## config.mk

```make
export PLATFORM = sky130hd
export DESIGN_NAME = ps2_rx_receptor
export DESIGN_NICKNAME = d
export VERILOG_FILES = /design/src/rtl/ps2_rx_receptor.sv
export SDC_FILE = /design/constraint.sdc
export NUM_CORES = 1
export LEC_CHECK = 0
export CAP_MARGIN = 20
export CORE_ASPECT_RATIO = 1.25
export CORE_MARGIN = 1
export CORE_UTILIZATION = 27
export DETAILED_ROUTE_END_ITERATION = 6
export SLEW_MARGIN = 20
export SYNTH_ARGS = -nofsm -noshare
export SYNTH_HDL_FRONTEND = slang
export SYNTH_SLANG_ARGS = --single-unit
export TNS_END_PERCENT = 50
```

## constraint.sdc

```tcl
create_clock -name clk -period 5.9 [get_ports clk]
set_clock_uncertainty 0.2 [all_clocks]
set_input_delay 0.59 -clock clk [delete_from_list [all_inputs] [get_ports clk]]
set_output_delay 0.59 -clock clk [all_outputs]
set_load 0.02 [all_outputs]
```

## src/rtl/ps2_rx_receptor.sv

```systemverilog
// ps2_rx_receptor: PS/2 keyboard serial receiver.
//   Synchronises and glitch-filters the keyboard clock/data lines, deframes
//   11-bit frames (start, 8 data LSB-first, odd parity, stop) and presents
//   each valid scancode with a one-cycle rx_done_tick.
// Ports:
//   clk          - system clock
//   reset        - asynchronous active-high reset
//   ps2c, ps2d   - raw PS/2 clock / data lines (asynchronous)
//   rx_en        - receive enable, gates only the start of a new frame
//   dout         - last valid scancode byte
//   rx_done_tick - one-cycle pulse when dout updates
//   parity_err   - one-cycle pulse: frame complete, parity not odd
//   frame_err    - one-cycle pulse: bad start/stop bit or inter-edge timeout
module ps2_rx_receptor #(
    parameter int unsigned FILTER_LEN  = 8,
    parameter int unsigned TIMEOUT_CYC = 100000
) (
    input  logic       clk,
    input  logic       reset,
    input  logic       ps2c,
    input  logic       ps2d,
    input  logic       rx_en,
    output logic [7:0] dout,
    output logic       rx_done_tick,
    output logic       parity_err,
    output logic       frame_err
);

    localparam int unsigned TW = $clog2(TIMEOUT_CYC);
    // Compare one short so the error pulse is visible in the cycle the
    // counter would reach TIMEOUT_CYC-1.
    localparam logic [TW-1:0] TO_LAST = TW'(TIMEOUT_CYC - 2);

    typedef enum logic [1:0] {
        IDLE,
        DATA,
        LOAD
    } state_t;

    // Input conditioning
    logic                  c_s1_q, c_s2_q, d_s1_q, d_s2_q;
    logic [FILTER_LEN-1:0] filt_q;
    logic                  lvl_q, lvl_d;
    logic                  fall;

    always_ff @(posedge clk or posedge reset) begin
        if (reset) begin
            c_s1_q <= 1'b1;
            c_s2_q <= 1'b1;
            d_s1_q <= 1'b1;
            d_s2_q <= 1'b1;
            filt_q <= '1;
            lvl_q  <= 1'b1;
        end else begin
            c_s1_q <= ps2c;
            c_s2_q <= c_s1_q;
            d_s1_q <= ps2d;
            d_s2_q <= d_s1_q;
            filt_q <= {filt_q[FILTER_LEN-2:0], c_s2_q};
            lvl_q  <= lvl_d;
        end
    end

    always_comb begin
        lvl_d = lvl_q;
        if (&filt_q)
            lvl_d = 1'b1;
        else if (~|filt_q)
            lvl_d = 1'b0;
    end

    assign fall = lvl_q & ~lvl_d;

    // Deframer
    state_t          state_q, state_d;
    logic [3:0]      bits_q, bits_d;
    logic [9:0]      sh_q, sh_d;
    logic [TW-1:0]   to_q, to_d;
    logic [7:0]      dout_q, dout_d;
    logic            done_q, done_d;
    logic            perr_q, perr_d;
    logic            ferr_q, ferr_d;
    logic [10:0]     frame;

    always_ff @(posedge clk or posedge reset) begin
        if (reset) begin
            state_q <= IDLE;
            bits_q  <= '0;
            sh_q    <= '0;
            to_q    <= '0;
            dout_q  <= '0;
            done_q  <= 1'b0;
            perr_q  <= 1'b0;
            ferr_q  <= 1'b0;
        end else begin
            state_q <= state_d;
            bits_q  <= bits_d;
            sh_q    <= sh_d;
            to_q    <= to_d;
            dout_q  <= dout_d;
            done_q  <= done_d;
            perr_q  <= perr_d;
            ferr_q  <= ferr_d;
        end
    end

    // The frame register keeps the first ten bits; the eleventh (stop) bit is
    // appended combinationally so the frame is judged on the stop-bit fall and
    // the registered result pulses during the single LOAD cycle.
    always_comb begin
        state_d = state_q;
        bits_d  = bits_q;
        sh_d    = sh_q;
        to_d    = '0;
        dout_d  = dout_q;
        done_d  = 1'b0;
        perr_d  = 1'b0;
        ferr_d  = 1'b0;
        frame   = {d_s2_q, sh_q};

        case (state_q)
            IDLE: begin
                if (fall && rx_en) begin
                    sh_d    = frame[10:1];
                    bits_d  = 4'd10;
                    state_d = DATA;
                end
            end
            DATA: begin
                if (fall) begin
                    sh_d   = frame[10:1];
                    bits_d = bits_q - 4'd1;
                    if (bits_q == 4'd1) begin
                        state_d = LOAD;
                        if (frame[0] || !frame[10])
                            ferr_d = 1'b1;
                        else if (!(^frame[9:1]))
                            perr_d = 1'b1;
                        else begin
                            done_d = 1'b1;
                            dout_d = frame[8:1];
                        end
                    end
                end else if (to_q == TO_LAST) begin
                    ferr_d  = 1'b1;
                    sh_d    = '0;
                    state_d = IDLE;
                end else begin
                    to_d = to_q + 1'b1;
                end
            end
            LOAD: begin
                state_d = IDLE;
            end
            default: begin
                state_d = IDLE;
            end
        endcase
    end

    assign dout         = dout_q;
    assign rx_done_tick = done_q;
    assign parity_err   = perr_q;
    assign frame_err    = ferr_q;

endmodule

```

# Word level (Yosys, flattened, before mapping)
# Index checks and enable logic that the tools add are counted.
[word_totals] reg_bits=57 inputBits=5 output_inout_bits=11 elab_cells=70
[classes] add_sub_neg=2 n_eq_ne=7 n_mux=32 bitwise=3 reduce_logical=12
[op_table] op="$mux 17" n=3
[op_table] op="$mux 10" n=3
[op_table] op="$pmux 10 s2" n=1
[op_table] op="$add 17x1->17 const B" n=1
[op_table] op="$eq 17x17->1 const B" n=1
[op_table] op="$mux 1" n=17
[op_table] op="$reduce_and 3->1" n=3
[op_table] op="$reduce_xor 9->1" n=1
[op_table] op="$mux 2" n=4
[op_table] op="$mux 4" n=2
[op_table] op="$pmux 4 s2" n=1
[op_table] op="$reduce_and 8->1" n=1
[op_table] op="$reduce_or 8->1" n=1
[op_table] op="$ne 3x3->1 const B" n=2
[op_table] op="$reduce_and 5->1" n=1
[op_table] op="$eq 4x1->1 const B" n=1
[op_table] op="$ne 2x2->1 const B" n=2
[op_table] op="$pmux 2 s2" n=1
[op_table] op="$sub 4x1->4 const B" n=1
[op_table] op="$eq 2x1->1 const B" n=1
[op_table] op="$logic_not 2->1" n=1
[op_table] op="$not 1->1" n=2
[op_table] op="$reduce_bool 2->1" n=1
[op_table] op="$and 1x1->1" n=1
[op_table] op="3 further kinds" n=3

# Longest topological paths before layout
# Gate-level depths: netlist (run 1).
[depth] ltp_word=8 ltp_mapped=8 ltp_nobuf=7

# Worst setup path after synthesis (run 1)
# OpenSTA, ideal clock, no wires.
[synth_path] path_type="reg-to-reg" start="register bits_q[1]" end="register dout_q[0] (netlist: dout[0])" t_arrival_ps=1832 required_ps=5575 slack_ps=3743 stages_incl_launch_ff=9 n_path_buf=1 cell_sequence="dfrtp_1 -> inv_1 -> ha_1 -> nor3b_1 -> nand4_1 -> or3_1 -> nand2b_1 -> buf_6 -> mux2_4"
[synth_via] elab_chain_cells=2
[synth_lines] item="start, declared" line_no="76" rtl="logic [3:0] bits_q, bits_d;"
[synth_lines] item="start signal, assigned" line_no="97" rtl="bits_q <= bits_d;"
[synth_lines] item="$eq 4x1->1" line_no="133" rtl="if (bits_q == 4'd1) begin"
[synth_lines] item="$reduce_and 5->1 (no source line)"
[synth_lines] item="end signal, assigned" line_no="100" rtl="dout_q <= dout_d;"
[synth_lines] item="end, declared" line_no="79" rtl="logic [7:0] dout_q, dout_d;"
# No other way between the ends.
# A chain may end at the register's enable or synchronous reset.

# Final worst setup path (run 1)
[layout_path] start="register bits_q[1]" end="register dout_q[7] (netlist: dout[7])"
# Same word-level chain as after synthesis.

==> impl_metrics.py, run 1 <==
metrics = {
    "pwr": {
        "ir_worst_vdd_uv": 76.8,
        "p_clk_frac": 0.459,
        "cellPowerDensity_nw_per_um2": 269,
        "leakagePower_nw": 1.28,
        "switching_share": 0.205,
        "p_int_mw": 0.621,
        "seq_power_share": 0.521,
        "power_mw": 0.781,
        "comb_power_share": 0.020,
        "p_switching_mw": 0.161,
    },
    "grt": {
        "grt_max_degree": 58,
        "busiest_layer": "met2",
        "grt_pass1_vias": 1607,
        "grt_pass1_wl_um": 7470,
        "grtUsageMet2": 0.172,
        "grt_overflow_total": 0,
        "antenna_found_initial": 0,
        "gr-usage-all-layers": 0.106,
        "globalRouteMet3Util": 0.0328,
        "use_met1": 0.120,
    },
    "worst_setup_path": {
        "worstPathArrival_ps": 2510,
        "cpLargestDelayFamily": "simple AND/OR/NAND/NOR gates",
        "crit_required_ps": 5920,
        "timing.critical_path.from": "bits_q[1]$_DFFE_PP0P_",
        "cp-start-kind": "flip-flop",
        "crit_fanout": 9,
        "cpPeakStageDelay_ps": 400,
        "critPathBufInv": 1,
        "cp_cell_sequence": "inv_1, ha_1, nor3b_1, nand4_1, or3_1, nand2b_1, mux2_4",
        "crit_type": "reg2reg",
        "end_kind": "flip-flop",
        "r2r-start": "bits_q[1]$_DFFE_PP0P_",
        "cpMaxStageDelayCell": "nand2b_1",
    },
    "yosys": {
        "ys_warn_count": 0,
        "yosysSeqAreaShare": 0.593,
        "ys_seq_elements": 57,
        "synth_nets": 205,
        "synth_top_area_share": 0.452,
        "netlist_instances": 196,
        "syn_area_um2": 2430,
        "yosys.area.top_type": "dfrtp_1",
        "synth_cell_type_count": 33,
        "syn_avg_cell_area_um2": 12.4,
        "synth_area_leaders": "dfrtp_1 45%, dfstp_2 14%, xor2_1 5.0%",
    },
    "timing": {
        "finalCriticalPeriod_ps": 2490,
        "worst_pin_slew_ps": 824,
        "drv_slew": 0,
        "rsz0062_at_grt": "no",
        "finalHoldViolations": 0,
        "finalCritPeriodShare": 0.421,
        "max_slew_margin": 0.448,
        "fin_setup_tns_ps": 0,
        "setup_viol": 0,
        "fmax_mhz": 402,
    },
    "clock_tree": {
        "clockBufferDepth": 2,
        "htree_levels": 3,
        "cts_root_buffer": "clkbuf_8",
        "clock_latency_ps": 330,
        "cts_hold_buf": 0,
        "cts_tree": "built",
        "ctsResizeCount": 0,
        "numCtsBuffers": 9,
        "cts_setup_buffers": 0,
        "numClockSinks": 57,
        "clkTransAtPathRegs_ps": 60,
    },
    "floorplan": {
        "ios": 16,
        "initial_core_util": 0.280,
        "core_um2": 8700,
        "die_w_um": 86.9,
        "die_height_um": 108,
        "rows": 38,
        "die_area_um2": 9400,
    },
    "detailed_routing": {
        "drt_pass1_iterations": 4,
        "viasPerCell": 4.42,
        "drt_first_iter_violations": 37,
        "dr_total_vias": 1511,
        "avgRoutedWirePerCell_um": 12.0,
        "drc": 0,
        "wl_um": 4120,
        "ant_nets": 0,
    },
    "hold_path": {
        "hold_class": "reg2reg",
        "worstHoldStart": "c_s1_q$_DFF_PP1_",
    },
    "final_layout": {
        "drive_above_1_share": 0.185,
        "nets": 227,
        "syn2layout_area_growth_pct": 19.5,
        "layout_common_cells": "44 x dfrtp_1, 25 x nor2_1, 15 x clkdlybuf4s50_1",
        "diodes": 0,
        "mostFrequentLayoutCell": "dfrtp_1",
        "final_cells": 342,
    },
    "run_status": {
        "status": "finished, final reports clean",
    },
    "run": {
        "drv_cap": 0,
    },
    "placed_design": {
        "io_buffers": 15,
        "hpwlAfterDp_um": 2780,
        "dp.cells": 327,
        "place_congestion": 0.744,
    },
}
==> sequential cells by signal (all words and copies together) (netlist names), 2 cells and up <==
register,cells
to_q,17
filt_q,8
dout,8
state_q,2
sh_q,10
bits_q,4
==> synth_stat cells, drive strengths merged <==
| cell | instances |
|---|---|
| a21oi | 3 |
| a31oi | 1 |
| dfrtp | 44 |
| mux2 | 8 |
| inv | 6 |
| nand2 | 6 |
| a211o | 1 |
| and4 | 2 |
| nand2b | 2 |
| o21ai | 5 |
| buf | 3 |
| a22o | 10 |
| nor2 | 25 |
| a21boi | 1 |
| nor4b | 2 |
| nand3 | 11 |
| nor3 | 3 |
| nor4 | 3 |
| nand4b | 1 |
| or3 | 1 |
| xor2 | 14 |
| xnor3 | 1 |
| xnor2 | 7 |
| nand4 | 7 |
| ha | 4 |
| or2b | 1 |
| dfstp | 13 |
| nor3b | 1 |
| clkbuf | 2 |
| and3 | 8 |
==> path summary, 6_finish.rpt <==
check,end,slack (ps),cells past startpoint
min,c_s2_q$_DFF_PP1_,160,0
min in group asynchronous,to_q[2]$_DFF_PP0_,570,3
max,dout[7]$_DFFE_PP0P_,3410,7
max in group asynchronous,sh_q[0]$_DFFE_PP0P_,4480,3
min reg2reg,c_s2_q$_DFF_PP1_,160,0
max reg2reg,dout[7]$_DFFE_PP0P_,3410,7
==> per-layer routing <==
metal	part of all wire	wire, um
met1	0.45	1850
met2	0.49	2010
met3	0.039	162
met4	0.025	101
met5	0	0
==> area by class of cell <==
| class | count | area (um2) |
|---|---|---|
| timing repair buffer | 16 | 158 |
| clock buffer | 12 | 155 |
| sequential | 57 | 1440 |
| clock inverter | 3 | 40.0 |
| inverter | 6 | 22.5 |
| fill | 876 | 5790 |
| tap | 120 | 150 |
| multi-input combinational | 128 | 940 |
==> stage by stage <==
step	instance area [um2]	utilization	hold slack [ps]	worst slack, ps
floorplan	2430	-	145	3730
global placement	2710	0.312	146	3490
detailed placement	2710	0.312	148	3410
CTS	2910	0.334	158	3390
global route	2910	0.334	159	3220
finish	2910	0.334	156	3410
==> power groups by stage <==
| stage | registers (mW) | clock network (mW) | logic [mW] |
|---|---|---|---|
| after detailed placement | 0.414 | 0 | 0.0170 |
| after global placement | 0.413 | 0 | 0.0165 |
| after global routing | 0.408 | 0.392 | 0.0188 |
| after floorplan | 0.412 | 0 | 0.0102 |
| final | 0.407 | 0.358 | 0.0160 |
| after CTS | 0.407 | 0.374 | 0.0170 |
==> worst register-to-register path: stages, from the launching register on <==
cell	delay (ps)
dfrtp_1	390
inv_1	80
ha_1	130
nor3b_1	240
nand4_1	180
or3_1	350
nand2b_1	400
mux2_4	400
==> cells by family after synthesis <==
| group | share of synthesized area |
|---|---|
| AND/OR/NAND/NOR | 0.170 |
| adder cells (fa/ha/maj) | 0.0206 |
| XOR/XNOR | 0.0848 |
| buffers and inverters | 0.0211 |
| multiplexers | 0.0494 |
| flip-flops | 0.593 |
| AO/OA/AOI/OAI | 0.0617 |
Note: power is estimated with default switching activity, not from simulation.
==> run 2, diff against run 1 <==
==> constraint.sdc (replaced) <==
create_clock -name clk -period 2 [get_ports clk]
set_clock_uncertainty 0.2 [all_clocks]
set_input_delay 0.2 -clock clk [delete_from_list [all_inputs] [get_ports clk]]
set_output_delay 0.2 -clock clk [all_outputs]
set_load 0.02 [all_outputs]
==> run 2 against run 1 <==
The run now ends with negative setup slack left. Power rose to 3.2 times the previous value. Critical endpoint is now dout[1]$_DFFE_PP0P_. Maximum frequency increased by 16%. Critical path depth fell by 2. Critical path type unchanged. Count of clock-buffer cells in the layout down 1. Clock power rose to 3.4 times the previous value. Highest routed layer unchanged. Global-route usage up 1.0 points. Combinational power increased to 4.4 times the previous value. Worst hold slack worse by 140 ps.
==> impl_metrics.py, run 2 (synthesis results as in run 1) <==
metrics = {
    "run_status": {
        "status": "finished, violations left",
        "violations": "negative setup slack",
    },
    "floorplan": {
        "rows": 38,
        "die_area_um2": 9400,
        "die_w_um": 86.9,
        "core_um2": 8700,
        "die_height_um": 108,
        "initial_core_util": 0.280,
        "ios": 16,
    },
    "clock_tree": {
        "cts_hold_buf": 0,
        "numClockSinks": 57,
        "cts_tree": "built",
        "cts_root_buffer": "clkbuf_8",
        "clock_latency_ps": 340,
        "clockBufferDepth": 2,
        "clkTransAtPathRegs_ps": 70,
        "numCtsBuffers": 9,
        "htree_levels": 3,
    },
    "worst_setup_path": {
        "r2r-start": "filt_q[7]$_DFF_PP1_",
        "crit_required_ps": 2030,
        "ff2ff_setup_slack_ps": -150,
        "end_kind": "flip-flop",
        "cp-start-kind": "flip-flop",
        "reg2reg_depth": 5,
        "cp_cell_sequence": "nor4_4, nand4_1, or3_4, nand2b_4, mux2_4",
        "crit_type": "reg2reg",
        "cpMaxStageDelayCell": "or3_4",
        "r2r-end": "dout[1]$_DFFE_PP0P_",
        "crit_fanout": 5,
        "cpPeakStageDelay_ps": 390,
        "worstPathArrival_ps": 2180,
    },
    "pwr": {
        "leakagePower_nw": 1.53,
        "p_int_mw": 1.98,
        "cellPowerDensity_nw_per_um2": 743,
        "switching_share": 0.206,
        "comb_power_share": 0.028,
        "seq_power_share": 0.481,
        "ir_worst_vdd_uv": 422,
        "p_clk_frac": 0.490,
        "p_switching_mw": 0.515,
    },
    "final_layout": {
        "final_cells": 384,
        "mostFrequentLayoutCell": "dfrtp_1",
        "drive_above_1_share": 0.356,
        "layout_common_cells": "44 x dfrtp_1, 37 x buf_4, 25 x nor2_1",
        "largest_reg_flops": 17,
        "fill_cells": 853,
        "nets": 268,
        "syn2layout_area_growth_pct": 38.0,
        "design_area_um2": 3360,
        "diodes": 0,
        "regMostFlops": "to_q",
        "reg.largest.list": "to_q (17), sh_q (10)",
    },
    "placed_design": {
        "hpwlAfterDp_um": 3110,
        "place_congestion": 0.768,
        "io_buffers": 15,
        "dp.cells": 363,
        "placed_cell_area_um2": 3010,
    },
    "grt": {
        "grt_overflow_total": 0,
        "antenna_found_initial": 0,
        "grt_max_degree": 36,
        "grt_pass1_wl_um": 8110,
        "gr-usage-all-layers": 0.116,
        "grt_pass1_vias": 1734,
    },
    "detailed_routing": {
        "ant_nets": 0,
        "avgRoutedWirePerCell_um": 12.4,
        "viasPerCell": 4.44,
        "drt_first_iter_violations": 45,
        "dr_total_vias": 1706,
        "drt_pass1_iterations": 4,
        "drc": 0,
        "wl_um": 4770,
    },
    "timing": {
        "worst_pin_slew_ps": 428,
        "rsz0062_at_grt": "yes",
        "finalHoldViolations": 0,
        "setup_viol": 18,
        "finalCritPeriodShare": 1.08,
        "drv_slew": 0,
        "worst_slack_ps": -150,
        "max_slew_margin": 0.715,
        "fmax_mhz": 465,
        "finalCriticalPeriod_ps": 2150,
    },
    "run": {
        "drv_cap": 0,
    },
    "hold_path": {
        "hold_class": "in2async",
    },
}
==> run 2: repair_timing <==
action,in CTS,in global routing
resized for setup,8,10
pin swaps,12,10
endpoints found under the hold margin,0,0
cloned,1,2
setup buffers,2,0
endpoints found under the setup margin,18,22
==> run 2: layout make-up <==
type	instances	area, um2	area share
clock inverter	5	77.6	0.0231
inverter	6	22.5	0.00671
sequential	57	1440	0.430
multi-input combinational	130	1040	0.311
tap	120	150	0.0447
timing repair buffer	55	470	0.140
clock buffer	11	151	0.0451
==> run 2: per-layer routing <==
metal	global-route usage	vias to the layer above	wire [um]
met3	0.0550	8	209
met1	0.131	839	2100
met4	0.0464	0	68
li1	-	825	-
met5	0	-	0
met2	0.188	34	2400
==> run 2: worst max-delay path: cells and delay by family, from the launching register on <==
kind             cells  cell delay (ps)
and+or+nand+nor      4             1150
DFF                  1              380
muxes                1              310
==> run 2: how the worst max path moves through the flow <==
stage / slack [ps] / from / endpoint / depth (start not counted)
6_report: -150 / filt_q[7]$_DFF_PP1_ / dout[1]$_DFFE_PP0P_ / 5
5_1_grt: -240 / bits_q[0]$_DFFE_PP0P_ / dout[6]$_DFFE_PP0P_ / 6
4_1_cts: -90 / bits_q[1]$_DFFE_PP0P_ / dout[1]$_DFFE_PP0P_ / 7
3_5_place_dp: -120 / filt_q[3]$_DFF_PP1_ / dout[1]$_DFFE_PP0P_ / 5
3_3_place_gp: -70 / filt_q[7]$_DFF_PP1_ / dout[0]$_DFFE_PP0P_ / 5
2_1_floorplan: -70 / bits_q[1]$_DFFE_PP0P_ / dout[0]$_DFFE_PP0P_ / 8
==> run 2: through the flow <==
| stage | util | hold slack [ps] | total power [mW] | setup slack, ps | TNS [ps] |
|---|---|---|---|---|---|
| 2_1_floorplan | - | 4.48 | 1.25 | -70.0 | -560 |
| 3_3_place_gp | 0.346 | 148 | 1.28 | -68.8 | -830 |
| 3_5_place_dp | 0.346 | 147 | 1.29 | -116 | -1420 |
| 4_1_cts | 0.379 | 12.3 | 2.53 | -86.9 | -593 |
| 5_1_grt | 0.386 | 44.9 | 2.59 | -238 | -2510 |
| 6_report | 0.386 | 11.8 | 2.49 | -150 | -1270 |
==> run 2: power by group through the flow <==
stage | Clock, mW | Sequential [mW] | Combinational [mW]
after floorplan | 0 | 1.22 | 0.0302
after global placement | 0 | 1.22 | 0.0668
after detailed placement | 0 | 1.22 | 0.0676
after CTS | 1.26 | 1.20 | 0.0715
after global routing | 1.31 | 1.20 | 0.0808
final | 1.22 | 1.20 | 0.0710
